File: config.mk
export PLATFORM = sky130hd
export DESIGN_NAME = blur_window_fetcher
export DESIGN_NICKNAME = d
export VERILOG_FILES = /design/src/rtl/blur_window_fetcher.sv
export SDC_FILE = /design/constraint.sdc
export NUM_CORES = 1
export LEC_CHECK = 0
export ABC_AREA = 1
export CAP_MARGIN = 20
export CELL_PAD_IN_SITES_DETAIL_PLACEMENT = 0
export CELL_PAD_IN_SITES_GLOBAL_PLACEMENT = 2
export CORE_MARGIN = 2
export CORE_UTILIZATION = 36
export DETAILED_ROUTE_END_ITERATION = 16
export GPL_ROUTABILITY_DRIVEN = 0
export PLACE_DENSITY = 0.91
export SLEW_MARGIN = 20
export SYNTH_ARGS = -nofsm -noshare
export SYNTH_HDL_FRONTEND = slang
export SYNTH_SLANG_ARGS = --single-unit
File: constraint.sdc
create_clock -name clk_in -period 7.7 [get_ports clk_in]
set_clock_uncertainty 0.2 [all_clocks]
set_input_delay 1.54 -clock clk_in [delete_from_list [all_inputs] [get_ports clk_in]]
set_output_delay 1.54 -clock clk_in [all_outputs]
set_load 0.005 [all_outputs]
File: src/rtl/blur_window_fetcher.sv
// Fetches 3x3 neighbourhoods from a frame BRAM in raster order and presents each
// window to the blur stage behind a valid/ready handshake, replicating edge pixels.
module blur_window_fetcher #(
  parameter int WIDTH       = 128,
  parameter int HEIGHT      = 128,
  parameter int BIT_DEPTH   = 8,
  parameter int RAM_LATENCY = 2,
  localparam int ADDR_W     = $clog2(WIDTH * HEIGHT),
  localparam int X_W        = $clog2(WIDTH),
  localparam int Y_W        = $clog2(HEIGHT)
) (
  input  logic                   clk_in,
  input  logic                   rst_in,
  input  logic                   start_in,
  output logic [ADDR_W-1:0]      read_addr_out,
  output logic                   read_en_out,
  input  logic [BIT_DEPTH-1:0]   read_data_in,
  output logic [3*BIT_DEPTH-1:0] r0_data_out,
  output logic [3*BIT_DEPTH-1:0] r1_data_out,
  output logic [3*BIT_DEPTH-1:0] r2_data_out,
  output logic                   data_valid_out,
  input  logic                   ready_in,
  output logic [X_W-1:0]         center_x_out,
  output logic [Y_W-1:0]         center_y_out,
  output logic                   busy_out,
  output logic                   done_out
);

  localparam logic [2:0] S_IDLE    = 3'd0;
  localparam logic [2:0] S_FETCH   = 3'd1;
  localparam logic [2:0] S_DRAIN   = 3'd2;
  localparam logic [2:0] S_PRESENT = 3'd3;
  localparam logic [2:0] S_DONE    = 3'd4;

  logic [2:0]           state;
  logic [3:0]           issue_k;
  logic                 vld_p [RAM_LATENCY];
  logic [3:0]           idx_p [RAM_LATENCY];
  logic [BIT_DEPTH-1:0] win [0:7];
  logic                 cap_vld;
  logic [3:0]           cap_idx;
  logic [X_W-1:0]       next_x;
  logic [Y_W-1:0]       next_y;
  logic                 last_px;

  function automatic int clamp_coord(input int v, input int hi);
    if (v < 0)
      return 0;
    else if (v > hi)
      return hi;
    else
      return v;
  endfunction

  // Tap k of the 3x3 window: dy = k/3-1, dx = k%3-1, clamped into the image.
  function automatic logic [ADDR_W-1:0] tap_addr(input logic [X_W-1:0] cx,
                                                 input logic [Y_W-1:0] cy,
                                                 input logic [3:0]     k);
    int tx;
    int ty;
    tx = clamp_coord(int'(cx) + (int'(k) % 3) - 1, WIDTH - 1);
    ty = clamp_coord(int'(cy) + (int'(k) / 3) - 1, HEIGHT - 1);
    return ADDR_W'(ty * WIDTH + tx);
  endfunction

  always_comb begin
    next_x = center_x_out + X_W'(1);
    next_y = center_y_out;
    if (center_x_out == X_W'(WIDTH - 1)) begin
      next_x = '0;
      next_y = center_y_out + Y_W'(1);
    end
  end

  assign last_px = (center_x_out == X_W'(WIDTH - 1)) && (center_y_out == Y_W'(HEIGHT - 1));

  // Stage p0..p(L-1): track which tap each outstanding read belongs to.
  always_ff @(posedge clk_in) begin
    if (rst_in) begin
      for (int i = 0; i < RAM_LATENCY; i++) vld_p[i] <= 1'b0;
    end else begin
      vld_p[0] <= read_en_out;
      for (int i = 1; i < RAM_LATENCY; i++) vld_p[i] <= vld_p[i-1];
    end
  end

  always_ff @(posedge clk_in) begin
    idx_p[0] <= issue_k;
    for (int i = 1; i < RAM_LATENCY; i++) idx_p[i] <= idx_p[i-1];
  end

  assign cap_vld = vld_p[RAM_LATENCY-1];
  assign cap_idx = idx_p[RAM_LATENCY-1];

  // Capture stage: slot 8 bypasses storage and goes straight into the outputs.
  always_ff @(posedge clk_in) begin
    if (cap_vld && cap_idx < 4'd8) win[cap_idx[2:0]] <= read_data_in;
  end

  always_ff @(posedge clk_in) begin
    if (rst_in) begin
      state          <= S_IDLE;
      issue_k        <= '0;
      read_addr_out  <= '0;
      read_en_out    <= 1'b0;
      r0_data_out    <= '0;
      r1_data_out    <= '0;
      r2_data_out    <= '0;
      data_valid_out <= 1'b0;
      center_x_out   <= '0;
      center_y_out   <= '0;
      busy_out       <= 1'b0;
      done_out       <= 1'b0;
    end else begin
      done_out <= 1'b0;
      case (state)
        S_IDLE: begin
          if (start_in) begin
            state         <= S_FETCH;
            busy_out      <= 1'b1;
            center_x_out  <= '0;
            center_y_out  <= '0;
            issue_k       <= '0;
            read_en_out   <= 1'b1;
            read_addr_out <= tap_addr('0, '0, 4'd0);
          end
        end
        S_FETCH: begin
          if (issue_k == 4'd8) begin
            read_en_out <= 1'b0;
            state       <= S_DRAIN;
          end else begin
            issue_k       <= issue_k + 4'd1;
            read_addr_out <= tap_addr(center_x_out, center_y_out, issue_k + 4'd1);
          end
        end
        S_DRAIN: begin
          if (cap_vld && cap_idx == 4'd8) begin
            r0_data_out    <= {win[2], win[1], win[0]};
            r1_data_out    <= {win[5], win[4], win[3]};
            r2_data_out    <= {read_data_in, win[7], win[6]};
            data_valid_out <= 1'b1;
            state          <= S_PRESENT;
          end
        end
        S_PRESENT: begin
          if (ready_in) begin
            data_valid_out <= 1'b0;
            if (last_px) begin
              state    <= S_DONE;
              done_out <= 1'b1;
            end else begin
              // Next window's first read goes out right behind the handshake.
              center_x_out  <= next_x;
              center_y_out  <= next_y;
              issue_k       <= '0;
              read_en_out   <= 1'b1;
              read_addr_out <= tap_addr(next_x, next_y, 4'd0);
              state         <= S_FETCH;
            end
          end
        end
        S_DONE: begin
          busy_out <= 1'b0;
          state    <= S_IDLE;
        end
        default: state <= S_IDLE;
      endcase
    end
  end

endmodule

Word level (Yosys, flattened, before mapping)
Memory sizes are Yosys's and may differ from the RTL's. A register that Yosys moved wholly into a read port is not among the register bits.
Index checks and enable logic that the tools add are counted.
{ "totals": {"ram_bits": 74, "memories": 3, "ff_bits": 63} }
{ "op_classes": {"n_lt_le_gt_ge": 9, "div_mod_pow": 2, "mux": 64, "addsub": 11, "n_bitwise": 4, "n_reduce_logical": 16, "n_eq_ne": 14} }
{ "mem_list": {"columns": ["name", "words", "width", "read_ports", "rd_clocked_by_memory_dff", "write_ports", "line_no", "rtl"], "rows": [
  ["win", 8, 8, 8, 8, 1, "39", "logic [BIT_DEPTH-1:0] win [0:7];"],
  ["idx_p", 2, 4, 2, 0, 2, "38", "logic [3:0] idx_p [RAM_LATENCY];"],
  ["vld_p", 2, 1, 2, 0, 2, "37", "logic vld_p [RAM_LATENCY];"]
]} }
{ "ops": {"columns": ["op", "n"], "rows": [
  ["14-bit 2-to-1 mux", 15],
  ["7-bit 2-to-1 mux", 18],
  ["8-bit by 32-bit adder with 32-bit output", 2],
  ["32-bit by 8-bit > comparator with 1-bit output (second input constant)", 2],
  ["32-bit by 1-bit less-than comparator with 1-bit output (second input constant)", 2],
  ["32-bit by 2-bit subtractor with 32-bit output (second input constant)", 2],
  ["14-bit case mux with 3 select lines", 1],
  ["5-bit by 3-bit divider with 32-bit output (second input constant)", 1],
  ["5-bit by 3-bit remainder unit with 32-bit output (second input constant)", 1],
  ["14-bit adder", 2],
  ["7-bit case mux with 2 select lines", 2],
  ["8-bit > comparator (second input constant)", 2],
  ["8-bit by 1-bit less-than comparator with 1-bit output (second input constant)", 2],
  ["4-bit 2-to-1 mux", 4],
  ["7-bit by 1-bit subtractor with 8-bit output (second input constant)", 2],
  ["3-bit 2-to-1 mux", 5],
  ["7-bit by 1-bit adder with 7-bit output (second input constant)", 2],
  ["7-bit equality test (second input constant)", 2],
  ["1-bit 2-to-1 mux", 14],
  ["2-bit inequality test (second input constant)", 6],
  ["3-bit case mux with 4 select lines", 1],
  ["4-bit case mux with 3 select lines", 1],
  ["5-bit AND reduction", 2],
  ["4-bit equality test (second input constant)", 2],
  ["17 further kinds", 27]
]} }

Logic depth before layout (Yosys ltp)
Gate-level depths: netlist (run 1).
{ "logic_depth": {"word_depth": 14, "mapped_depth": 50, "depth_no_buf": 50} }

Worst setup path after synthesis (run 1)
Ideal clock, no wire load.
{ "synth_path": {"kind": "register to register", "startpoint": "register issue_k[0]", "endpoint": "register read_addr_out[0]", "path_slack_ns": 2.428, "t_arrival_ns": 4.951, "setup_ns": 0.122, "stages_incl_launch_ff": 41, "path_cell_list": "dfxtp_1 > ha_1 > xor2_1 > inv_2 > nor2_4 > ha_1 > ha_1 > inv_1 > nand2_4 > inv_4 > nand2_4 > nand2_1 > nand2_1 > inv_1 > ha_1 > nor2_1 > inv_2 > nor2_4 > (+5 left out) > inv_1 > fa_1 > inv_1 > nand3_1 > nand3_1 > nand3_1 > nand2_1 > nand2_1 > nand2_1 > nand2_1 > nor2_1 > nand4_1 > nor2_1 > nand3_1 > nor2_1 > nand3_1 > nand2_1 > a21oi_2"} }
{ "synth_via": {"elab_chain_cells": 13} }
{ "synth_lines": {"columns": ["item", "line_no", "rtl"], "rows": [
  ["start, declared", "36", "logic [3:0] issue_k;"],
  ["start signal, assigned", "133", "issue_k <= issue_k + 4'd1;"],
  ["4-bit by 1-bit adder with 4-bit output", "134", "read_addr_out <= tap_addr(center_x_out, center_y_out, issue_k + 4'd1);"],
  ["5-bit by 3-bit remainder unit with 32-bit output", "61", "tx = clamp_coord(int'(cx) + (int'(k) % 3) - 1, WIDTH - 1);"],
  ["8-bit by 32-bit adder with 32-bit output", "61", null],
  ["32-bit by 2-bit subtractor with 32-bit output", "61", null],
  ["32-bit by 8-bit > comparator with 1-bit output", "49", "else if (v > hi)"],
  ["14-bit 2-to-1 mux", "49", null],
  ["14-bit 2-to-1 mux", "47", "if (v < 0)"],
  ["14-bit 2-to-1 mux", "129", "if (issue_k == 4'd8) begin"],
  ["14-bit 2-to-1 mux", "116", "case (state)"],
  ["14-bit 2-to-1 mux", "101", "if (rst_in) begin"],
  ["14-bit adder", "63", "return ADDR_W'(ty * WIDTH + tx);"],
  ["14-bit 2-to-1 mux", "129", null],
  ["14-bit case mux with 3 select lines", "116", null],
  ["end signal, assigned", "125", "read_addr_out <= tap_addr('0, '0, 4'd0);"],
  ["end signal, assigned", "134", null],
  ["end signal, assigned", "158", "read_addr_out <= tap_addr(next_x, next_y, 4'd0);"],
  ["end, declared", "15", "output logic [ADDR_W-1:0] read_addr_out,"]
]} }
Several ways; a longest one is shown, not always the timed one. The select of a mux whose other input is x is not followed.
A chain may end at the register's enable or synchronous reset.

Worst setup path in the final report (run 1)
{ "layout_path": {"startpoint": "register issue_k[0]", "endpoint": "register read_addr_out[3]"} }
Same word-level chain as after synthesis.

==> metrics.md, run 1 <==
| Metric | Value |
|---|---|
| Status | completed |
| GRT Total Usage | 18.9% |
| Antenna-violating nets left | 0 |
| Setup violations, final | 0 |
| Hold Fails Final Rpt | 0 |
| Setup Fix Bufs, Post-CTS | 0 |
| EDFF count, synth | 64 |
| Max Buffers Root-to-Sink | 2 |
| Vias | 8,988 |
| Vias per inst | about 4.8 |
| Drt first pass iters | 5 |
| Pre-CTS setup slack | 1.28 ns |
| Root buf cell | clkbuf_16 |
| Final wirelength | about 28 mm |
| DP Wirelength | roughly 22 mm |
| Max stage delay on crit path | 0.53 ns |
| Synth Instances | 1,380 |
| Nets@finish | 1,571 |
| DR WL/cell | roughly 15 um |
| Max-slew headroom | 50.9% |
| GRT overflow | 0 |
| Setup tns final | 0 ns |
| Post-route cell area | 12,500 um^2 |
| Crit path capture type | flip-flop |
| Synth Warn # | 0 |
| Die X-Extent | 174 um |
| Critical Setup Path Class | flip-flop to flip-flop |
| Final WS setup | 1.30 ns |
| # hold bufs at CTS | 0 |
| #FFs+latches synth | 185 |
| Minimum clock period after layout | 6.40 ns |
| Fmax | 156 MHz |
| Clock transition at path regs | 0.08 ns |
| Most used cell, CP | nand2_1 |
| Pin count of the biggest net entering global routing | between 70 and 80 |
| Netlist cell types | 49 |
| Top Ports | 116 |
| Most common cell after layout, fill and taps aside | nor2_1 |
| TritonCTS clock tree | built |
| Fraction of layout cells with a size suffix above 1 | 5.79% |
| Ant. Diodes | 0 |
| Initial antenna violation count | 0 |
| Pwr Density | 497 nW/um^2 |
| Seq/Total Area, Yosys | between 40% and 50% |
| Worst-path fanout max | 16 |
| Die footprint | 30,200 um^2 |
| Clock sink total | 185 |
| H-tree depth | 4 |
| Worst Max-Slew Pin Slew | roughly 0.73 ns |
| RSZ-0062 raised after global routing | false |
| Cell area after synthesis | 10,400 um^2 |
| Most used DFF post-synth | dfxtp_1 |
| Global-route wire length before repair | 45.2 mm |
| Peak supply drop | 345 uV |
| Critical Path RT | 7.84 ns |
| Commonest non-fill, non-tap cells in the layout | nor2_1 (252), nand2_1 (233), inv_1 (197), dfxtp_1 (121), o21ai_0 (119) |
| Starting Density | between 30% and 40% |
| Synth async-reset ratio | 0% |
| IO Port Bufs | 115 |
| Worst endpoint data arrival time | 6.54 ns |
| Lkg Pwr | 5.58 nW |
| Synth-to-Final Area Change | 20.9% |
| CP max stage cell | dfxtp_1 |
| Core Rows | 62 |
| Placeable core area | approximately 29,000 um^2 |
| Min-delay worst type | flip-flop to flip-flop |
| CP Launch Type | flip-flop |
| Vias in the first global route | 8,327 |
| Post-placement cell area | 11,900 um^2 |
| Max cap viols | 0 |
| Pins Over Slew Limit | 0 |
| Total CTS buffers | 17 |
| Syn Area/Cell | between 7 and 8 um^2 |
| # DRC | 0 |
| DRT iter0 DRCs | 738 |
| Die height | 174 um |
| Final period util | 83.1% |
| CTS-repair resized insts | 0 |
| Clock Latency Late Sink | 0.45 ns |
==> flip-flops by register name, indices dropped and copies added (netlist names), 2 cells and up <==
| name | count |
|---|---|
| win | 64 |
| r0_data_out | 24 |
| r1_data_out | 24 |
| r2_data_out | 24 |
| read_addr_out | 14 |
| idx_p | 8 |
| center_x_out | 7 |
| center_y_out | 7 |
| issue_k | 4 |
| state | 3 |
| vld_p | 2 |
==> synthesized netlist by cell type (8+ instances only) <==
library cell | n | area (um^2)
a21oi_1 | 70 | 350
clkbuf_1 | 33 | 124
ha_1 | 66 | 826
o21ai_0 | 119 | 596
inv_1 | 198 | 743
xor2_1 | 18 | 158
nor2_1 | 252 | 946
nor3_1 | 16 | 80.1
nand2_1 | 234 | 878
a31oi_1 | 8 | 50.1
edfxtp_1 | 64 | 1920
xnor2_1 | 8 | 70.1
a21oi_2 | 8 | 70.1
dfxtp_1 | 121 | 2420
a211oi_1 | 12 | 90.1
nand3_1 | 56 | 280
nand4_1 | 22 | 138
==> metrics by stage <==
step | cells | util (%) | hold WS [ns] | power, mW
6_report | 1887 | 43.9 | 0.129 | 6.23
5_1_grt | 1887 | 43.9 | 0.134 | 6.84
4_1_cts | 1887 | 43.9 | 0.129 | 6.21
3_5_place_dp | 1855 | 41.8 | 0.112 | 5.29
3_3_place_gp | 1855 | 41.8 | 0.112 | 5.33
2_1_floorplan | 1385 | - | 0.110 | 4.17
==> cell families after synthesis <==
| kind of cell | count (synthesis) | synth area share (%) |
|---|---|---|
| other cells | 2 | 0.0724 |
| fa+ha+maj | 69 | 8.54 |
| flops | 185 | 41.9 |
| compound gates | 237 | 12.6 |
| simple gates | 616 | 25.4 |
| xor+xnor | 27 | 2.46 |
| buf+inv | 244 | 9.01 |
==> metal layers <==
| metal | wire length, um | up-vias | track usage [%] | part of all wire (%) |
|---|---|---|---|---|
| met3 | 1260 | 25 | 2.74 | 4.4 |
| met2 | 13000 | 215 | 30.9 | 46 |
| met1 | 13800 | 4079 | 26.0 | 48 |
| met5 | 0 | - | 0 | 0 |
| li1 | - | 4669 | - | - |
| met4 | 445 | 0 | 5.60 | 1.6 |
==> worst paths after layout <==
check,startpoint,end,slack (ns),cells after the start
setup / recovery,issue_k[0],read_addr_out[3],1.30,40
hold reg to reg,idx_p[0][2],idx_p[0][6],0.13,0
hold / removal,idx_p[0][2],idx_p[0][6],0.13,0
setup reg to reg,issue_k[0],read_addr_out[3],1.30,40
==> cell type report <==
class	instances	area, um^2
fillers	2928	16000
clock buffers	17	425
inverters	209	792
well taps	384	480
clock inverters	15	183
flip-flops and latches	185	4340
repair buffers	121	1200
multi-input cells	956	5110
==> worst max-delay path, delay by kind of cell (launching register included) <==
family	cells	cell delay (ns)
compound gates	2	0.16
xor+xnor	1	0.27
fa+ha+maj	7	1.69
buf+inv	8	0.61
flops	1	0.53
simple gates	22	2.82
==> power breakdown <==
| group | internal, mW | switching, mW |
|---|---|---|
| clock network | 0.447 | 0.454 |
| logic | 1.41 | 2.75 |
| registers | 1.09 | 0.0759 |
| total | 2.95 | 3.28 |
(Power assumes the default switching activity.)
==> run 2: changes to the inputs <==
CORE_UTILIZATION = 30   (was 36)
PLACE_DENSITY = 0.81   (was 0.91)
clock period = 5.2 ns   (was 7.7 ns; I/O delays follow)
==> metrics.md, run 2 (synthesized netlist as in run 1, its figures left out) <==
| Metric | Value |
|---|---|
| Hold Path Cell Cnt | 0 (unchanged) |
| Filler Cells Inserted | 3,524 (was 2,928) |
| IO Port Bufs | 115 (unchanged) |
| Clock sink total | 185 (unchanged) |
| Max-slew headroom | 46.8% (was 50.9%) |
| CP max stage cell | dfxtp_4 (was dfxtp_1) |
| Die X-Extent | 190 um (was 174 um) |
| Root buf cell | clkbuf_16 (unchanged) |
| Final WS setup | 0.188 ns (was 1.30 ns) |
| Die height | 190 um (was 174 um) |
| Placeable core area | 34,300 um^2 (was 28,500 um^2) |
| GRT overflow | 0 (unchanged) |
| Core Rows | 68 (was 62) |
| Worst Setup SP | issue_k[1] (was issue_k[0]) |
| H-tree depth | 4 (unchanged) |
| Vias | 9,376 (was 8,988) |
| Die footprint | 36,100 um^2 (was 30,200 um^2) |
| Setup violations, final | 0 (unchanged) |
| Fraction of layout cells with a size suffix above 1 | 18.8% (was 5.79%) |
| Max Buffers Root-to-Sink | 2 (unchanged) |
| RSZ-0062 raised after global routing | true (was false) |
| R2r worst-path depth | 37 (was 40) |
| Post-route core utilization | 40.7% (was 43.9%) |
| Post-route cell area | 14,000 um^2 (was 12,500 um^2) |
| Total CTS buffers | 17 (unchanged) |
| CP Launch Type | flip-flop (unchanged) |
| Nets@finish | 1,678 (was 1,571) |
| Status | completed (unchanged) |
| DRT iter0 DRCs | 355 (was 738) |
| Clock transition at path regs | 0.08 ns (about the same) |
| Pins Over Slew Limit | 0 (unchanged) |
| Top Ports | 116 (unchanged) |
| Pre-CTS setup slack | -0.233 ns (was 1.28 ns) |
| Hold Fails Final Rpt | 0 (unchanged) |
| Min-delay worst type | flip-flop to flip-flop (unchanged) |
| Post-placement cell area | 12,700 um^2 (was 11,900 um^2) |
| Drt first pass iters | 5 (unchanged) |
| Critical Setup Path Class | flip-flop to flip-flop (unchanged) |
| Final period util | 96.4% (was 83.1%) |
| Vias in the first global route | 8,789 (was 8,327) |
| Most common cell after layout, fill and taps aside | nor2_1 (unchanged) |
| Most used cell, CP | nand2_1 (unchanged) |
| DP Wirelength | 23.4 mm (was 21.6 mm) |
| Pin count of the biggest net entering global routing | 75 (unchanged) |
| Synth-to-Final Area Change | 34.7% (was 20.9%) |
| Max cap viols | 0 (unchanged) |
| DR WL/cell | 15.0 um (was 15.1 um) |
| Vias per inst | 4.54 (was 4.76) |
| GRT Total Usage | 17.2% (was 18.9%) |
| Starting Density | 30.2% (was 36.3%) |
| # DRC | 0 (unchanged) |
| Fmax | 200 MHz (was 156 MHz) |
| Worst-path fanout max | 7 (was 16) |
| Max stage delay on crit path | 0.38 ns (was 0.53 ns) |
| Crit path capture type | flip-flop (unchanged) |
| Hold slack final | 0.132 ns (was 0.129 ns) |
| Hold_sp | idx_p[0][2] (unchanged) |
| Global-route wire length before repair | 48.4 mm (was 45.2 mm) |
| Clock Latency Late Sink | 0.44 ns (was 0.45 ns) |
| Commonest non-fill, non-tap cells in the layout | nor2_1 (235), nand2_1 (212), inv_1 (186), dfxtp_1 (118), clkdlybuf4s50_1 (115) (was nor2_1 (252), nand2_1 (233), inv_1 (197), dfxtp_1 (121), o21ai_0 (119)) |
| Max reg flops | 64 (unchanged) |
| # hold bufs at CTS | 0 (unchanged) |
| Antenna-violating nets left | 0 (unchanged) |
| Critical Path RT | 5.38 ns (was 7.84 ns) |
| Final wirelength | 31.1 mm (was 28.4 mm) |
| Worst Max-Slew Pin Slew | 0.796 ns (was 0.734 ns) |
| Worst endpoint data arrival time | 5.19 ns (was 6.54 ns) |
| Initial antenna violation count | 0 (unchanged) |
| Ant. Diodes | 0 (unchanged) |
| Worst R2R Start | issue_k[1] (was issue_k[0]) |
| Minimum clock period after layout | 5.01 ns (was 6.40 ns) |
| TritonCTS clock tree | built (unchanged) |
run 2: cell count changes in the layout (fill, tap and decap cells not counted), moves of 11 or more:
cell and change:
inv_1 -11, nand3_1 -14, nand2_2 +17, buf_4 +100
nand3_2 +11, nor2_2 +12, ha_1 -18, nor2_1 -17
ha_4 +11, a21oi_1 -12, nand2_1 -21
run 2: final cells by class:
type	instances	area (um^2)	area share [%]
inverter	209	795	5.69
clock buffer	17	425	3.04
clock inverter	15	176	1.26
sequential	185	4350	31.2
timing repair buffer	228	2030	14.5
multi-input combinational	956	5620	40.2
tap	455	569	4.07
run 2: timing repair:
action / in CTS / in global routing
endpoints found under the setup margin: 13 / 14
gates resized for setup: 46 / 98
buffers inserted: 3 / 12
pin swaps: 12 / 50
endpoints found under the hold margin: 0 / 0
run 2: worst paths after layout:
kind	endpoint	slack (ns)
max	read_addr_out[0]	0.19
min	idx_p[0][6]	0.13
max reg2reg	read_addr_out[0]	0.19
min reg2reg	idx_p[0][6]	0.13
run 2: stage by stage:
| step | TNS (ns) | std cells |
|---|---|---|
| 3_3_place_gp | -1.33 | 2018 |
| 4_1_cts | 0 | 2053 |
| 5_1_grt | -1.19 | 2065 |
| 6_report | 0 | 2065 |
| 2_1_floorplan | 0 | 1385 |
| 3_5_place_dp | -2.08 | 2018 |
run 2: critical path, delay by kind of cell (launching register included):
kind | cells | cell delay [ns]
compound gates | 3 | 0.40
xor+xnor | 1 | 0.22
fa+ha+maj | 4 | 0.80
buf+inv | 11 | 1.06
flops | 1 | 0.38
simple gates | 18 | 1.85
run 2: per-layer routing:
layer | track usage [%] | part of all wire, % | vias to the layer above
li1 | - | - | 4905
met1 | 24.1 | 50 | 4286
met2 | 27.6 | 45 | 155
met3 | 2.62 | 3.4 | 30
met4 | 4.53 | 1.4 | 0
met5 | 0 | 0 | -
Power of run 2 is left out: the tool's default activity adds up to more than one toggle a clock period on the data nets, which glitch-free logic cannot reach.
